===== src/rtl/best_move_select_pkg.sv =====
// Shared constants for best_move_select: default widths, mate score and the packed UCI
// field layout used to build and decode move words.
package best_move_select_pkg;

    localparam int DEFAULT_MAX_POSITIONS      = 128;
    localparam int DEFAULT_MAX_POSITIONS_LOG2 = $clog2(DEFAULT_MAX_POSITIONS);
    localparam int DEFAULT_EVAL_WIDTH         = 22;
    localparam int DEFAULT_UCI_WIDTH          = 16;
    localparam int DEFAULT_MATE_SCORE         = 2 ** (DEFAULT_EVAL_WIDTH - 2);

    localparam int UCI_FROM_COL_LSB  = 0;
    localparam int UCI_FROM_ROW_LSB  = 3;
    localparam int UCI_TO_COL_LSB    = 6;
    localparam int UCI_TO_ROW_LSB    = 9;
    localparam int UCI_PROMOTION_LSB = 12;

    function automatic logic [DEFAULT_UCI_WIDTH-1:0] pack_uci(
        input logic [3:0] promotion,
        input logic [2:0] to_row,
        input logic [2:0] to_col,
        input logic [2:0] from_row,
        input logic [2:0] from_col
    );
        logic [DEFAULT_UCI_WIDTH-1:0] uci;
        uci = '0;
        uci[UCI_FROM_COL_LSB +: 3]  = from_col;
        uci[UCI_FROM_ROW_LSB +: 3]  = from_row;
        uci[UCI_TO_COL_LSB +: 3]    = to_col;
        uci[UCI_TO_ROW_LSB +: 3]    = to_row;
        uci[UCI_PROMOTION_LSB +: 4] = promotion;
        return uci;
    endfunction

endpackage


===== src/rtl/best_move_select.sv =====
// Walks the all_moves table, keeps the best-scoring move for the side to move, then releases
// all_moves with a single am_clear_moves pulse and reports the result with a done pulse.
module best_move_select
    import best_move_select_pkg::*;
#(
    parameter int MAX_POSITIONS_LOG2 = DEFAULT_MAX_POSITIONS_LOG2,
    parameter int EVAL_WIDTH         = DEFAULT_EVAL_WIDTH,
    parameter int UCI_WIDTH          = DEFAULT_UCI_WIDTH,
    parameter int RAM_LATENCY        = 2,
    parameter int MATE_SCORE         = 2 ** (EVAL_WIDTH - 2)
) (
    input  logic                                 clk,
    input  logic                                 reset,
    input  logic                                 start,
    input  logic                                 am_moves_ready,
    input  logic [MAX_POSITIONS_LOG2-1:0]        am_move_count,
    input  logic                                 initial_mate,
    input  logic                                 white_to_move_out,
    input  logic signed [EVAL_WIDTH-1:0]         eval_out,
    input  logic [UCI_WIDTH-1:0]                 uci_out,
    input  logic                                 thrice_rep_out,
    input  logic                                 fifty_move_out,
    output logic [MAX_POSITIONS_LOG2-1:0]        am_move_index,
    output logic                                 am_clear_moves,
    output logic                                 busy,
    output logic                                 done,
    output logic                                 best_valid,
    output logic [MAX_POSITIONS_LOG2-1:0]        best_index,
    output logic signed [EVAL_WIDTH-1:0]         best_eval,
    output logic [UCI_WIDTH-1:0]                 best_uci
);

    localparam logic [2:0] StIdle      = 3'd0;
    localparam logic [2:0] StWaitReady = 3'd1;
    localparam logic [2:0] StWait      = 3'd2;
    localparam logic [2:0] StCompare   = 3'd3;
    localparam logic [2:0] StClear     = 3'd4;
    localparam logic [2:0] StDone      = 3'd5;

    localparam logic [2:0] WaitReload = 3'(RAM_LATENCY - 1);
    localparam logic signed [EVAL_WIDTH-1:0] MateEval = EVAL_WIDTH'(MATE_SCORE);

    logic [2:0]                     state_q, state_d;
    logic [2:0]                     cnt_q, cnt_d;
    logic [MAX_POSITIONS_LOG2-1:0]  idx_q, idx_d;
    logic [MAX_POSITIONS_LOG2-1:0]  count_q, count_d;
    logic                           white_q, white_d;
    logic                           clear_q, clear_d;
    logic                           busy_q, busy_d;
    logic                           done_q, done_d;
    logic                           best_valid_q, best_valid_d;
    logic [MAX_POSITIONS_LOG2-1:0]  best_index_q, best_index_d;
    logic signed [EVAL_WIDTH-1:0]   best_eval_q, best_eval_d;
    logic [UCI_WIDTH-1:0]           best_uci_q, best_uci_d;

    logic signed [EVAL_WIDTH-1:0]   score;
    logic                           take;
    logic [MAX_POSITIONS_LOG2:0]    idx_inc;
    logic                           more;

    // Draw-by-rule moves score as dead level regardless of the static eval.
    assign score   = (thrice_rep_out | fifty_move_out) ? '0 : eval_out;
    assign take    = (idx_q == '0) ||
                     (white_q ? (score > best_eval_q) : (score < best_eval_q));
    assign idx_inc = {1'b0, idx_q} + {{MAX_POSITIONS_LOG2{1'b0}}, 1'b1};
    assign more    = idx_inc < {1'b0, count_q};

    always_comb begin
        state_d      = state_q;
        cnt_d        = cnt_q;
        idx_d        = idx_q;
        count_d      = count_q;
        white_d      = white_q;
        clear_d      = 1'b0;
        busy_d       = busy_q;
        done_d       = 1'b0;
        best_valid_d = best_valid_q;
        best_index_d = best_index_q;
        best_eval_d  = best_eval_q;
        best_uci_d   = best_uci_q;

        case (state_q)
            StIdle: begin
                if (start) begin
                    state_d = StWaitReady;
                    busy_d  = 1'b1;
                    idx_d   = '0;
                end
            end
            StWaitReady: begin
                if (am_moves_ready) begin
                    if (am_move_count == '0) begin
                        best_valid_d = 1'b0;
                        best_index_d = '0;
                        best_uci_d   = '0;
                        if (initial_mate) begin
                            best_eval_d = white_to_move_out ? -MateEval : MateEval;
                        end else begin
                            best_eval_d = '0;
                        end
                        clear_d = 1'b1;
                        state_d = StClear;
                    end else begin
                        count_d = am_move_count;
                        white_d = white_to_move_out;
                        idx_d   = '0;
                        cnt_d   = WaitReload;
                        state_d = StWait;
                    end
                end
            end
            StWait: begin
                if (cnt_q == '0) begin
                    state_d = StCompare;
                end else begin
                    cnt_d = cnt_q - 3'd1;
                end
            end
            StCompare: begin
                if (take) begin
                    best_eval_d  = score;
                    best_index_d = idx_q;
                    best_uci_d   = uci_out;
                    best_valid_d = 1'b1;
                end
                if (more) begin
                    idx_d   = idx_inc[MAX_POSITIONS_LOG2-1:0];
                    cnt_d   = WaitReload;
                    state_d = StWait;
                end else begin
                    clear_d = 1'b1;
                    state_d = StClear;
                end
            end
            StClear: begin
                idx_d   = '0;
                done_d  = 1'b1;
                state_d = StDone;
            end
            StDone: begin
                busy_d  = 1'b0;
                state_d = StIdle;
            end
            default: begin
                state_d = StIdle;
                busy_d  = 1'b0;
            end
        endcase
    end

    always_ff @(posedge clk) begin
        if (reset) begin
            state_q      <= StIdle;
            cnt_q        <= '0;
            idx_q        <= '0;
            count_q      <= '0;
            white_q      <= 1'b0;
            clear_q      <= 1'b0;
            busy_q       <= 1'b0;
            done_q       <= 1'b0;
            best_valid_q <= 1'b0;
            best_index_q <= '0;
            best_eval_q  <= '0;
            best_uci_q   <= '0;
        end else begin
            state_q      <= state_d;
            cnt_q        <= cnt_d;
            idx_q        <= idx_d;
            count_q      <= count_d;
            white_q      <= white_d;
            clear_q      <= clear_d;
            busy_q       <= busy_d;
            done_q       <= done_d;
            best_valid_q <= best_valid_d;
            best_index_q <= best_index_d;
            best_eval_q  <= best_eval_d;
            best_uci_q   <= best_uci_d;
        end
    end

    assign am_move_index  = idx_q;
    assign am_clear_moves = clear_q;
    assign busy           = busy_q;
    assign done           = done_q;
    assign best_valid     = best_valid_q;
    assign best_index     = best_index_q;
    assign best_eval      = best_eval_q;
    assign best_uci       = best_uci_q;

endmodule


===== config.mk =====
export PLATFORM = sky130hd
export DESIGN_NAME = best_move_select
export DESIGN_NICKNAME = d
export VERILOG_FILES = /design/src/rtl/best_move_select_pkg.sv /design/src/rtl/best_move_select.sv
export SDC_FILE = /design/constraint.sdc
export NUM_CORES = 1
export LEC_CHECK = 0
export BUFFER_PORTS_ARGS = -buffer_cell sky130_fd_sc_hd__buf_4
export CAP_MARGIN = 20
export CORE_ASPECT_RATIO = 1.5
export CORE_MARGIN = 2
export CORE_UTILIZATION = 30
export DETAILED_ROUTE_END_ITERATION = 16
export GPL_TIMING_DRIVEN = 0
export HOLD_SLACK_MARGIN = 0.15
export PLACE_DENSITY = 0.51
export SLEW_MARGIN = 30
export SYNTH_ARGS = -nofsm -noshare
export SYNTH_HDL_FRONTEND = slang
export SYNTH_SLANG_ARGS = --single-unit

===== constraint.sdc =====
create_clock -name clk -period 5 [get_ports clk]
set_input_delay 1 -clock clk [delete_from_list [all_inputs] [get_ports clk]]
set_output_delay 1 -clock clk [all_outputs]
set_load 0.02 [all_outputs]

==> results.toml <==
[timing]
rsz0062_at_grt = "false"
hold_viol_final = 0
max_freq_ghz = 0.2367
fin_skew_ns = 0.005464
slew_headroom_pct = 40.07
hold_ws_ns = 0.4579
setup_violations = 0
fin_crit_sh_pct = 84.49
finalSetupTns_ns = 0
period_needed_ns = 4.224
worst_slew_pin_slew_ns = 0.8957
finalMaxSlewViolations = 0

[status]
outcome = "completed"

[synth]
ys_warn_count = 0
ys.flop_type = "dfxtp_1"
synth-seq-cells = 70
synth_edf_count = 0
synth_fp_nets = 569
async_flop_share_pct = 0
ys_seq_area_share_pct = 34.51
avgSynthCellArea_um2 = 8.389
synth_cells = 484
netlist_area_um2 = 4060
synth_cell_types = 43

[die]
row_count = 52
initial_core_util_pct = 30.44
die-area_um2 = 14500
die_y_um = 146.5
die_width_um = 98.99
core-area_um2 = 13340
io_pins = 109

[critical_path]
required_ns = 5.26
endpoint_kind = "register"
cp-start-kind = "input pin"
crit_type = "input pin to register"
arrival_ns = 4.48
r2r_setup_slack_ns = 1.83
critPathMaxFanout = 10

[layout]
n_antenna_cell = 0
area_growth_pct = 31.90
seq_area_um2 = 1401
drive_gt1_share_pct = 23.10
finalNetCount = 687
multi_input_area_um2 = 2350
fillers = 1372

[drt]
drt_iter0_drc = 85
ant_nets = 0
routedWlPerCell_um = 14.72
drtPass1Iterations = 4
drc_errors = 0
drt_wl_total_um = 11310
post_drt_via_cell_ratio = 4.772
vias = 3665

[power_and_ir_drop]
powerDensity_nw_per_um2 = 270.0
p_leak_nw = 2.154
ir_drop_mv = 0.1372

[clock_tree]
cts_tree = "done"
htree_levels = 3
insertion_delay_ns = 0.33
cts_resized = 0
cts_buffers = 9
clk_path_buf_depth = 2
clock_sinks = 70
post_cts_buffers = 0
clk_pin_slew_ns = 0.06
cts_root_buf = "clkbuf_16"
cts_hold_buffers = 0

[min_path]
min_path_type = "register to register"

[placed_design]
io_buffers = 107
gp_congestion = 0.8059
dp_hpwl_um = 8868

[global_routing]
grt_pass1_vias = 3681
grt_max_degree = 12
grt_antenna_before_repair = 0
grt_use_total_pct = 15.62
gr-total-overflow = 0
grt_pass1_wl_um = 17940

[flow_run]
cap_violations = 0
==> through the flow <==
step	worst slack, ns	area (um2)	power, W	instances	util [%]
after floorplan	1.052	4060	0.0007391	484	-
after global placement	0.4851	5066	0.0008209	753	37.98
after global routing	0.6351	5355	0.001516	768	40.15
after detailed placement	0.4540	5066	0.0008226	753	37.98
final	0.7757	5355	0.001446	768	40.15
after CTS	0.7851	5355	0.001462	768	40.15
==> final timing paths <==
check                         from          endpoint  depth (start not counted)
setup reg to reg  am_move_index[0]  am_move_index[1]                         10
hold reg to reg      best_index[5]     best_index[5]                          2
setup / recovery    fifty_move_out     best_eval[10]                         14
hold / removal       best_index[5]     best_index[5]                          2
==> layout make-up <==
cell class                      count  share of cell area, %
Clock inverter                      5                 0.9346
Tap cell                          162                  3.785
Sequential cell                    70                  26.17
Buffer                             25                  3.388
Inverter                           34                  2.383
Timing Repair Buffer              107                  15.00
Multi-Input combinational cell    355                  43.88
Clock buffer                       10                  4.463
==> power breakdown <==
group,total [W],internal [W],switching [W]
clock,0.000636,0.000393,0.000243
combinational,0.000230,0.000104,0.000126
sequential,0.000580,0.000572,0.00000757
==> cells in the final DEF (no fill, tap or decap), types with 4 or more instances in the layout <==
master	instances
clkbuf_16	9
nand3b_1	15
and2_1	23
buf_2	6
mux2i_1	54
ha_1	32
a211oi_1	5
buf_4	109
nor2_1	31
nor4_1	5
clkinv_2	4
o21ai_0	13
nand2b_1	12
clkbuf_1	12
nor3_1	7
dfxtp_1	70
buf_12	4
nand2_1	88
nand4_1	5
nand3_1	10
o21a_1	5
inv_1	34
a21oi_1	20
==> sequential cells by signal, indices dropped and copies added, names as in the netlist <==
| name | flops |
|---|---|
| am_clear_moves | 1 |
| am_move_index | 7 |
| best_eval | 22 |
| best_index | 7 |
| best_uci | 16 |
| best_valid | 1 |
| busy | 1 |
| cnt_q | 3 |
| count_q | 7 |
| done | 1 |
| state_q | 3 |
| white_q | 1 |
==> logic make-up after synthesis <==
| logic type | count (synthesis) | synth area share (%) |
|---|---|---|
| simple gates | 203 | 24.10 |
| flops | 70 | 34.51 |
| compound gates | 60 | 9.245 |
| buf+inv | 59 | 7.612 |
| mux | 55 | 13.59 |
| fa+ha+maj | 32 | 9.861 |
| xor+xnor | 5 | 1.079 |
==> metal layers <==
| layer | vias up | track usage (%) | routed length (um) |
|---|---|---|---|
| li1 | 1874 | - | - |
| met1 | 1693 | 16.68 | 4532 |
| met2 | 83 | 29.16 | 6017 |
| met3 | 15 | 3.830 | 537 |
| met4 | 0 | 5.685 | 218 |
| met5 | - | 0 | 0 |
==> synth_stat cells, drive strengths merged, types with 10 or more instances <==
cell type / count / area share, %
a21oi: 21 / 2.7
and2: 23 / 3.5
buf: 13 / 3.4
clkbuf: 12 / 1.1
dfxtp: 70 / 35
ha: 32 / 9.9
inv: 34 / 3.1
mux2i: 54 / 13
nand2: 88 / 8.1
nand2b: 12 / 1.8
nand3: 10 / 1.2
nand3b: 15 / 2.8
nor2: 31 / 2.9
o21ai: 13 / 1.6
==> worst max-delay path, cell delays in order <==
cell and delay, ns:
buf_4 0.11, nor2_1 0.20, clkbuf_1 0.41, and2_1 0.22, ha_1 0.26, a21oi_2 0.14
a21boi_1 0.07, o31a_1 0.31, or4_4 0.52, a221o_1 0.41, a31oi_1 0.22, buf_6 0.22
buf_12 0.18, mux2i_1 0.21
Note: power is estimated with default switching activity, not from simulation.
